`config.mk`:
```
export PLATFORM = sky130hd
export DESIGN_NAME = order_msg_parser
export DESIGN_NICKNAME = d
export VERILOG_FILES = /design/src/rtl/order_msg_parser.sv
export SDC_FILE = /design/constraint.sdc
export NUM_CORES = 1
export LEC_CHECK = 0
export CAP_MARGIN = 20
export CELL_PAD_IN_SITES_DETAIL_PLACEMENT = 2
export CELL_PAD_IN_SITES_GLOBAL_PLACEMENT = 2
export CORE_MARGIN = 3
export CORE_UTILIZATION = 34
export DETAILED_ROUTE_END_ITERATION = 10
export GPL_TIMING_DRIVEN = 0
export PLACE_DENSITY_LB_ADDON = 0.15
export REMOVE_ABC_BUFFERS = 1
export SYNTH_ARGS = -nofsm -noshare
export SYNTH_HDL_FRONTEND = slang
export SYNTH_SLANG_ARGS = --single-unit
```
`constraint.sdc`:
```
create_clock -name clk -period 4.2 [get_ports clk]
set_input_delay 0.84 -clock clk [delete_from_list [all_inputs] [get_ports clk]]
set_output_delay 0.84 -clock clk [all_outputs]
set_load 0.02 [all_outputs]
```
`src/rtl/order_msg_parser.sv`:
```
// order_msg_parser: accepts fixed 8-byte order messages from a byte stream,
// dispatches add/cancel requests downstream and waits for completion.
module order_msg_parser #(
    parameter logic [7:0]  ADD_TYPE = 8'h41,
    parameter logic [7:0]  CXL_TYPE = 8'h58,
    parameter logic [15:0] WAIT_MAX = 16'd1023
) (
    input  logic        clk,
    input  logic        rst_n,
    input  logic [7:0]  in_data,
    input  logic        in_valid,
    output logic        in_ready,
    output logic [15:0] ord_id,
    output logic        ord_side,
    output logic [15:0] ord_price,
    output logic [15:0] ord_qty,
    output logic        add_start,
    output logic        cxl_start,
    input  logic        done_in,
    output logic [15:0] msg_count,
    output logic [15:0] err_count,
    output logic        busy
);

    typedef enum logic [2:0] {IDLE, COLLECT, DROP, DISPATCH, WAIT} state_t;

    state_t      state, state_nxt;
    logic [2:0]  byte_cnt;
    logic [15:0] timer;
    logic        is_add;
    logic [15:0] sh_id, sh_price;
    logic        sh_side;
    logic [7:0]  sh_qty_hi;

    logic xfer, last_byte, wait_tmo, msg_inc, err_inc;

    // Ready is gated by rst_n so no byte is taken while reset is held.
    assign in_ready  = rst_n && (state == IDLE || state == COLLECT || state == DROP);
    assign xfer      = in_valid && in_ready;
    assign last_byte = xfer && (byte_cnt == 3'd7);
    assign busy      = (state != IDLE);
    // done_in wins over a same-cycle timeout.
    assign wait_tmo  = (state == WAIT) && !done_in && (timer >= WAIT_MAX);
    assign msg_inc   = (state == DISPATCH);
    assign err_inc   = ((state == DROP) && last_byte) || wait_tmo;

    // Next-state and start pulses.
    always_comb begin
        state_nxt = state;
        add_start = 1'b0;
        cxl_start = 1'b0;
        case (state)
            IDLE: begin
                if (xfer)
                    state_nxt = (in_data == ADD_TYPE || in_data == CXL_TYPE) ? COLLECT : DROP;
            end
            COLLECT: begin
                if (last_byte) state_nxt = DISPATCH;
            end
            DROP: begin
                if (last_byte) state_nxt = IDLE;
            end
            DISPATCH: begin
                add_start = is_add;
                cxl_start = !is_add;
                state_nxt = WAIT;
            end
            WAIT: begin
                if (done_in || timer >= WAIT_MAX) state_nxt = IDLE;
            end
            default: state_nxt = IDLE;
        endcase
    end

    // State register.
    always_ff @(posedge clk) begin
        if (!rst_n) state <= IDLE;
        else        state <= state_nxt;
    end

    // Byte counter, shadow field assembly and the copy into ord_* at byte7.
    always_ff @(posedge clk) begin
        if (!rst_n) begin
            byte_cnt  <= 3'd0;
            is_add    <= 1'b0;
            sh_id     <= 16'd0;
            sh_side   <= 1'b0;
            sh_price  <= 16'd0;
            sh_qty_hi <= 8'd0;
            ord_id    <= 16'd0;
            ord_side  <= 1'b0;
            ord_price <= 16'd0;
            ord_qty   <= 16'd0;
        end else if (xfer) begin
            // 3-bit counter naturally wraps 7->0 on the final byte.
            byte_cnt <= byte_cnt + 3'd1;
            if (state == IDLE)
                is_add <= (in_data == ADD_TYPE);
            if (state == COLLECT) begin
                case (byte_cnt)
                    3'd1: sh_id[15:8]    <= in_data;
                    3'd2: sh_id[7:0]     <= in_data;
                    3'd3: sh_side        <= in_data[0];
                    3'd4: sh_price[15:8] <= in_data;
                    3'd5: sh_price[7:0]  <= in_data;
                    3'd6: sh_qty_hi      <= in_data;
                    3'd7: begin
                        ord_id    <= sh_id;
                        ord_side  <= sh_side;
                        ord_price <= sh_price;
                        ord_qty   <= {sh_qty_hi, in_data};
                    end
                    default: ;
                endcase
            end
        end
    end

    // WAIT timer: holds the 1-based index of the current WAIT cycle.
    always_ff @(posedge clk) begin
        if (!rst_n)                                    timer <= 16'd0;
        else if (state == DISPATCH)                    timer <= 16'd1;
        else if (state == WAIT && state_nxt == WAIT)   timer <= timer + 16'd1;
        else                                           timer <= 16'd0;
    end

    // Saturating message and error counters.
    always_ff @(posedge clk) begin
        if (!rst_n) begin
            msg_count <= 16'd0;
            err_count <= 16'd0;
        end else begin
            if (msg_inc && msg_count != 16'hFFFF) msg_count <= msg_count + 16'd1;
            if (err_inc && err_count != 16'hFFFF) err_count <= err_count + 16'd1;
        end
    end

endmodule

```
### Word level (Yosys, flattened, before mapping)

Index checks and enable logic that the tools add are counted.

| storage, ports and cells | value |
|---|---|
| output and inout port bits | 85 |
| input bits | 12 |
| register bits after elaboration | 145 |
| word-level logic and storage cells | 77 |

| cells by class | value |
|---|---|
| reductions and logical operators | 27 |
| mux-type cells | 10 |
| order comparisons | 1 |
| bitwise gates (word level) | 2 |
| eq/ne operators | 16 |
| $add $sub $neg | 4 |

Operator list:

| cell | number |
|---|---|
| adder 16 x 1 -> 16 bit (second input constant) | 3 |
| inequality test 16 bit (second input constant) | 2 |
| AND reduction 3 bit | 7 |
| == test 3 bit (second input constant) | 6 |
| == test 8 x 7 -> 1 bit (second input constant) | 2 |
| >= comparator 16 x 10 -> 1 bit (second input constant) | 1 |
| one-hot mux 3 bit (5 select lines) | 1 |
| == test 3 x 2 -> 1 bit (second input constant) | 4 |
| 2-to-1 mux 3 bit | 4 |
| logical AND 1 bit | 9 |
| == test 3 x 1 -> 1 bit (second input constant) | 2 |
| logical OR 1 bit | 5 |
| 2-to-1 mux 1 bit | 4 |
| adder 3 x 1 -> 3 bit (second input constant) | 1 |
| logical NOT 3 bit | 1 |
| nonzero test 3 bit | 1 |
| OR reduction 3 bit | 1 |
| logical NOT 1 bit | 2 |
| 2-to-1 mux 2 bit | 1 |
| inverter 1 bit | 2 |
| AND reduction 2 bit | 1 |

### Longest topological paths before layout

Gate-level depths: netlist of run 1.

| logic depth | value |
|---|---|
| depth after elaboration | 12 |
| depth in mapped cells | 9 |

### Worst setup path after synthesis of run 1

OpenSTA, ideal clock, no wires.

| path | value |
|---|---|
| path kind | input-to-reg |
| from | input done_in |
| to | register err_count[11] |
| required time | 4.130 ns |
| cell stages on the path | 6 |
| data arrival time | 2.334 ns |
| buffers on the path | 1 |
| setup time | 0.070 ns |
| path slack | 1.795 ns |
| cells stage by stage | or4b_4 > o31ai_4 > o31ai_2 > buf_6 > or4_1 > a21oi_1 |

| between the ends | value |
|---|---|
| cells in the longest elaborated chain, start to end | 5 |

Ends and longest elaborated chain:

| what | line | text |
|---|---|---|
| start, declared | 19 | `input logic done_in,` |
| logical NOT 1 bit | 43 | `assign wait_tmo = (state == WAIT) && !done_in && (timer >= WAIT_MAX);` |
| logical AND 1 bit (2 in a row) | 43 |  |
| logical OR 1 bit | 45 | `assign err_inc = ((state == DROP) && last_byte) \|\| wait_tmo;` |
| logical AND 1 bit | 134 | `if (err_inc && err_count != 16'hFFFF) err_count <= err_count + 16'd1;` |
| end signal, assigned | 134 |  |
| end, declared | 21 | `output logic [15:0] err_count,` |

Every way passes these cells.
A chain may end at the register's enable or synchronous reset.

### Final worst setup path of run 1

| path | value |
|---|---|
| from | input rst_n |
| to | output in_ready |

| between the ends | value |
|---|---|
| cells in the longest elaborated chain, start to end | 1 |

Ends and longest elaborated chain:

| what | line | text |
|---|---|---|
| start, declared | 9 | `input logic rst_n,` |
| logical AND 1 bit | 38 | `assign in_ready = rst_n && (state == IDLE \|\| state == COLLECT \|\| state == DROP);` |
| end, declared | 12 | `output logic in_ready,` |

Every way passes these cells.

==> results by group, run 1 <==
Run status
  – Status: complete, no violations

STA
  – Period utilization: 90.5%
  – Slew @ Worst Pin: 0.993 ns
  – Final Hold Violating Endpoints: 0
  – Final min period: 3.80 ns
  – WHS: 0.455 ns
  – Fmax: 263 MHz
  – Fin. max-slew vios: 0
  – Unrepaired setup endpoints after global routing: false
  – Final Setup Violations: 0
  – Rel. slew slack: 33.4%
  – Aggregate negative setup slack: 0 ns
  – Clock Skew: 0.00729 ns

Power and ir drop
  – Sw Share: 21.8%
  – P_sw: 654 uW
  – VDD IR-drop max: 0.286 mV
  – Power per cell area: 396 nW/um2
  – P_leak: 0.00242 uW
  – Clock power frac: 50.0%
  – Post-layout power: 3000 uW
  – P_int: 2350 uW
  – Comb pwr share: 3.5%
  – Sequential power share: 46.5%

Synthesis
  – Cells after Synth: 691
  – Synthesis-stage register bit count: 145
  – Post-synth EDFFs: 0
  – Yosys warns: 0
  – Syn Area/Cell: 8.40 um2
  – Top FF cell, synth: dfxtp_1
  – Post-synth ARST share: 0%
  – Top cells by area, synth: dfxtp_1, nand2_1, a21oi_1
  – Largest area contributor in the netlist: dfxtp_1
  – Synth unique cells: 49
  – Top-area cell type share of the netlist area: 50.0%
  – Mapped Area: 5810 um2
  – Post-synthesis sequential area ratio: 50.0%

Clock network
  – Clock Root Buffer: clkbuf_16
  – Worst-Skew Late Latency: 0.42 ns
  – Num CTS Buffers: 17
  – Hold-fix buffers, CTS: 0
  – CTS tree: done
  – CTS max path bufs: 2
  – Htree depth: 4
  – Worst-path clk slew: 0.06 ns
  – Clk sinks: 145
  – Setup bufs post-CTS: 0
  – Post-cts sizing count: 0

Worst setup path
  – Worst Setup End Kind: primary output
  – CP most frequent cell: clkdlybuf4s50_1
  – Data required, critical path: 3.36 ns
  – CP bufs+invs: 2
  – CP Class: primary input to primary output
  – R2R cell count: 8
  – Crit-path max FO: 17
  – Reg2Reg Setup Slack: 1.73 ns
  – CP Depth: 4
  – CP Launch Type: primary input
  – Worst stage delay on the critical path: 0.98 ns
  – Worst EP arrival: 2.96 ns
  – CP Cell Sequence: clkdlybuf4s50_1 > nand2b_1 > a21oi_1 > clkdlybuf4s50_1
  – Critical path's top delay family: buffers and inverters
  – Slowest cell on the critical path: clkdlybuf4s50_1

Finish
  – Most common cell after layout, fill and taps aside: nand2_1
  – ANT cells: 0
  – Final std cells w/o fill: 1006
  – Most frequent cells in the layout: nand2_1, dfxtp_1, clkdlybuf4s50_1
  – Layout area overhead: 30.6%
  – Finished Cell Area: 7580 um2
  – Nets@finish: 795
  – Layout cell share with drive strength beyond 1: 5.98%
  – Filler cells: 1790

Placement
  – Inst Count DP: 975
  – Routability-driven placement congestion ratio: 0.786
  – IO buf count: 96
  – Area of placed instances: 6990 um2
  – Post-DP HPWL: 11.7 mm

Hold path
  – Hold Path Class: flop to flop
  – Hold Crit Depth: 2

Routing
  – DRC violations left: 0
  – Via density: 5.14
  – Routed Antenna Nets: 0
  – Drt first pass iters: 4
  – Vias: 5167
  – Post-DR wirelength/cell: 17.2 um
  – DR iter-0 viols: 201
  – Post-Route WL: 17.3 mm

Global routing
  – Initial antenna violation count: 0
  – Vias in the first global route: 5729
  – Global route overflow: 0
  – First-pass GRT wire length: 28.8 mm
  – GRT Total Usage: 19.5%
  – Largest net degree at the start of global routing: 76

Floorplanning
  – Top Ports: 97
  – Core box area: 16600 um2
  – Die Wd: 137 um
  – Starting Density: 34.9%
  – Die Footprint: 18700 um2
  – Row Count: 47
  – Die height: 137 um

Flow run
  – Max-cap violations: 0
[flip-flops by register name, indices dropped and copies added, names as in the netlist, 3 cells and up]
signal and cells:
err_count 16, msg_count 16, ord_id 16, ord_price 16
ord_qty 16, sh_id 16, sh_price 16, timer 16
sh_qty_hi 8, byte_cnt 3, state 3
[metal layers]
| layer | track usage (%) | up-vias | part of all wire [%] |
|---|---|---|---|
| li1 | - | 2517 | - |
| met1 | 24.4 | 2543 | 45 |
| met2 | 33.0 | 84 | 50 |
| met3 | 4.01 | 23 | 3.2 |
| met4 | 7.33 | 0 | 1.7 |
| met5 | 0 | - | 0 |
[worst paths after layout]
path,startpoint,to
worst min register to register,ord_price[1]$_SDFFE_PN0P_,ord_price[1]$_SDFFE_PN0P_
worst min-delay path,ord_price[1]$_SDFFE_PN0P_,ord_price[1]$_SDFFE_PN0P_
worst max register to register,byte_cnt[0]$_SDFFE_PN0N_,err_count[13]$_SDFFE_PN0P_
worst max-delay path,rst_n,in_ready
[Yosys cell counts (all sizes together), types with 2 or more instances]
library cell  number
a21oi             93
and2               3
and3               6
and4               4
buf                9
clkbuf            33
dfxtp            145
ha                 9
inv               14
mux2i             23
nand2            151
nand2b             5
nand3             41
nand3b             4
nand4              8
nor2              52
nor3              13
nor4               7
o21a               3
o21ai              7
o31ai             11
o41ai              2
or3                4
or4               10
or4b               2
xnor2             12
xor2               7
[power by group through the flow]
stage | sequential (uW) | combinational [uW] | clock, uW
2_1_floorplan | 1420 | 49.6 | 0
3_3_place_gp | 1430 | 98.1 | 0
3_5_place_dp | 1430 | 105 | 0
4_1_cts | 1400 | 106 | 1540
5_1_grt | 1400 | 116 | 1610
6_report | 1400 | 105 | 1500
[layout make-up]
cell class              count  area [um2]  area share [%]
clock buffers              22         484            6.39
clock inverters             9         106            1.40
inverters                  14        55.1           0.726
multi-input cells         495        2700            35.6
flip-flops and latches    145        2900            38.3
well taps                 220         275            3.63
repair buffers            101        1060            14.0
[logic make-up (layout without fill, tap and decap cells)]
group	count (synthesis)	after routing	share of synthesized area, %
DFF	145	145	50.0
other	1	6	0.0646
AOI/OAI and AO/OA	123	123	12.1
adders and majority gates	9	9	1.94
xor gates and xnor gates	19	19	2.87
buffers and inverters	56	146	4.01
muxes	23	23	3.96
and+or+nand+nor	315	315	25.0
[worst min-delay path, delay by kind of cell, from the launching register on]
kind	cells	cell delay [ns]
flops	1	0.31
simple gates	1	0.05
compound gates	1	0.05
[metrics by stage]
step | setup slack (ns) | utilization (%)
floorplan | 0.987 | -
global placement | -1.19 | 41.4
detailed placement | 0.370 | 42.0
CTS | 0.359 | 45.6
global route | 0.235 | 45.6
finish | 0.400 | 45.6
Power figures use the tool's default switching activity.
==> run 2: changes to the inputs <==
--- a/config.mk
+++ b/config.mk
@@ -5,6 +5,7 @@
 export SDC_FILE = /design/constraint.sdc
 export NUM_CORES = 1
 export LEC_CHECK = 0
+export ABC_CLOCK_PERIOD_IN_PS = 4200
 export CAP_MARGIN = 20
 export CELL_PAD_IN_SITES_DETAIL_PLACEMENT = 2
 export CELL_PAD_IN_SITES_GLOBAL_PLACEMENT = 2
==> results of run 2 <==
No change in the layout: final DEF, timing and power equal those of run 1.
==> run 3: changes to the inputs <==
--- a/config.mk
+++ b/config.mk
@@ -11,6 +11,7 @@
 export CELL_PAD_IN_SITES_GLOBAL_PLACEMENT = 2
 export CORE_MARGIN = 3
 export CORE_UTILIZATION = 34
+export CTS_CLUSTER_SIZE = 40
 export DETAILED_ROUTE_END_ITERATION = 10
 export GPL_TIMING_DRIVEN = 0
 export PLACE_DENSITY_LB_ADDON = 0.15
==> results of run 3 <==
No change in the layout: final DEF, timing and power equal those of run 1.
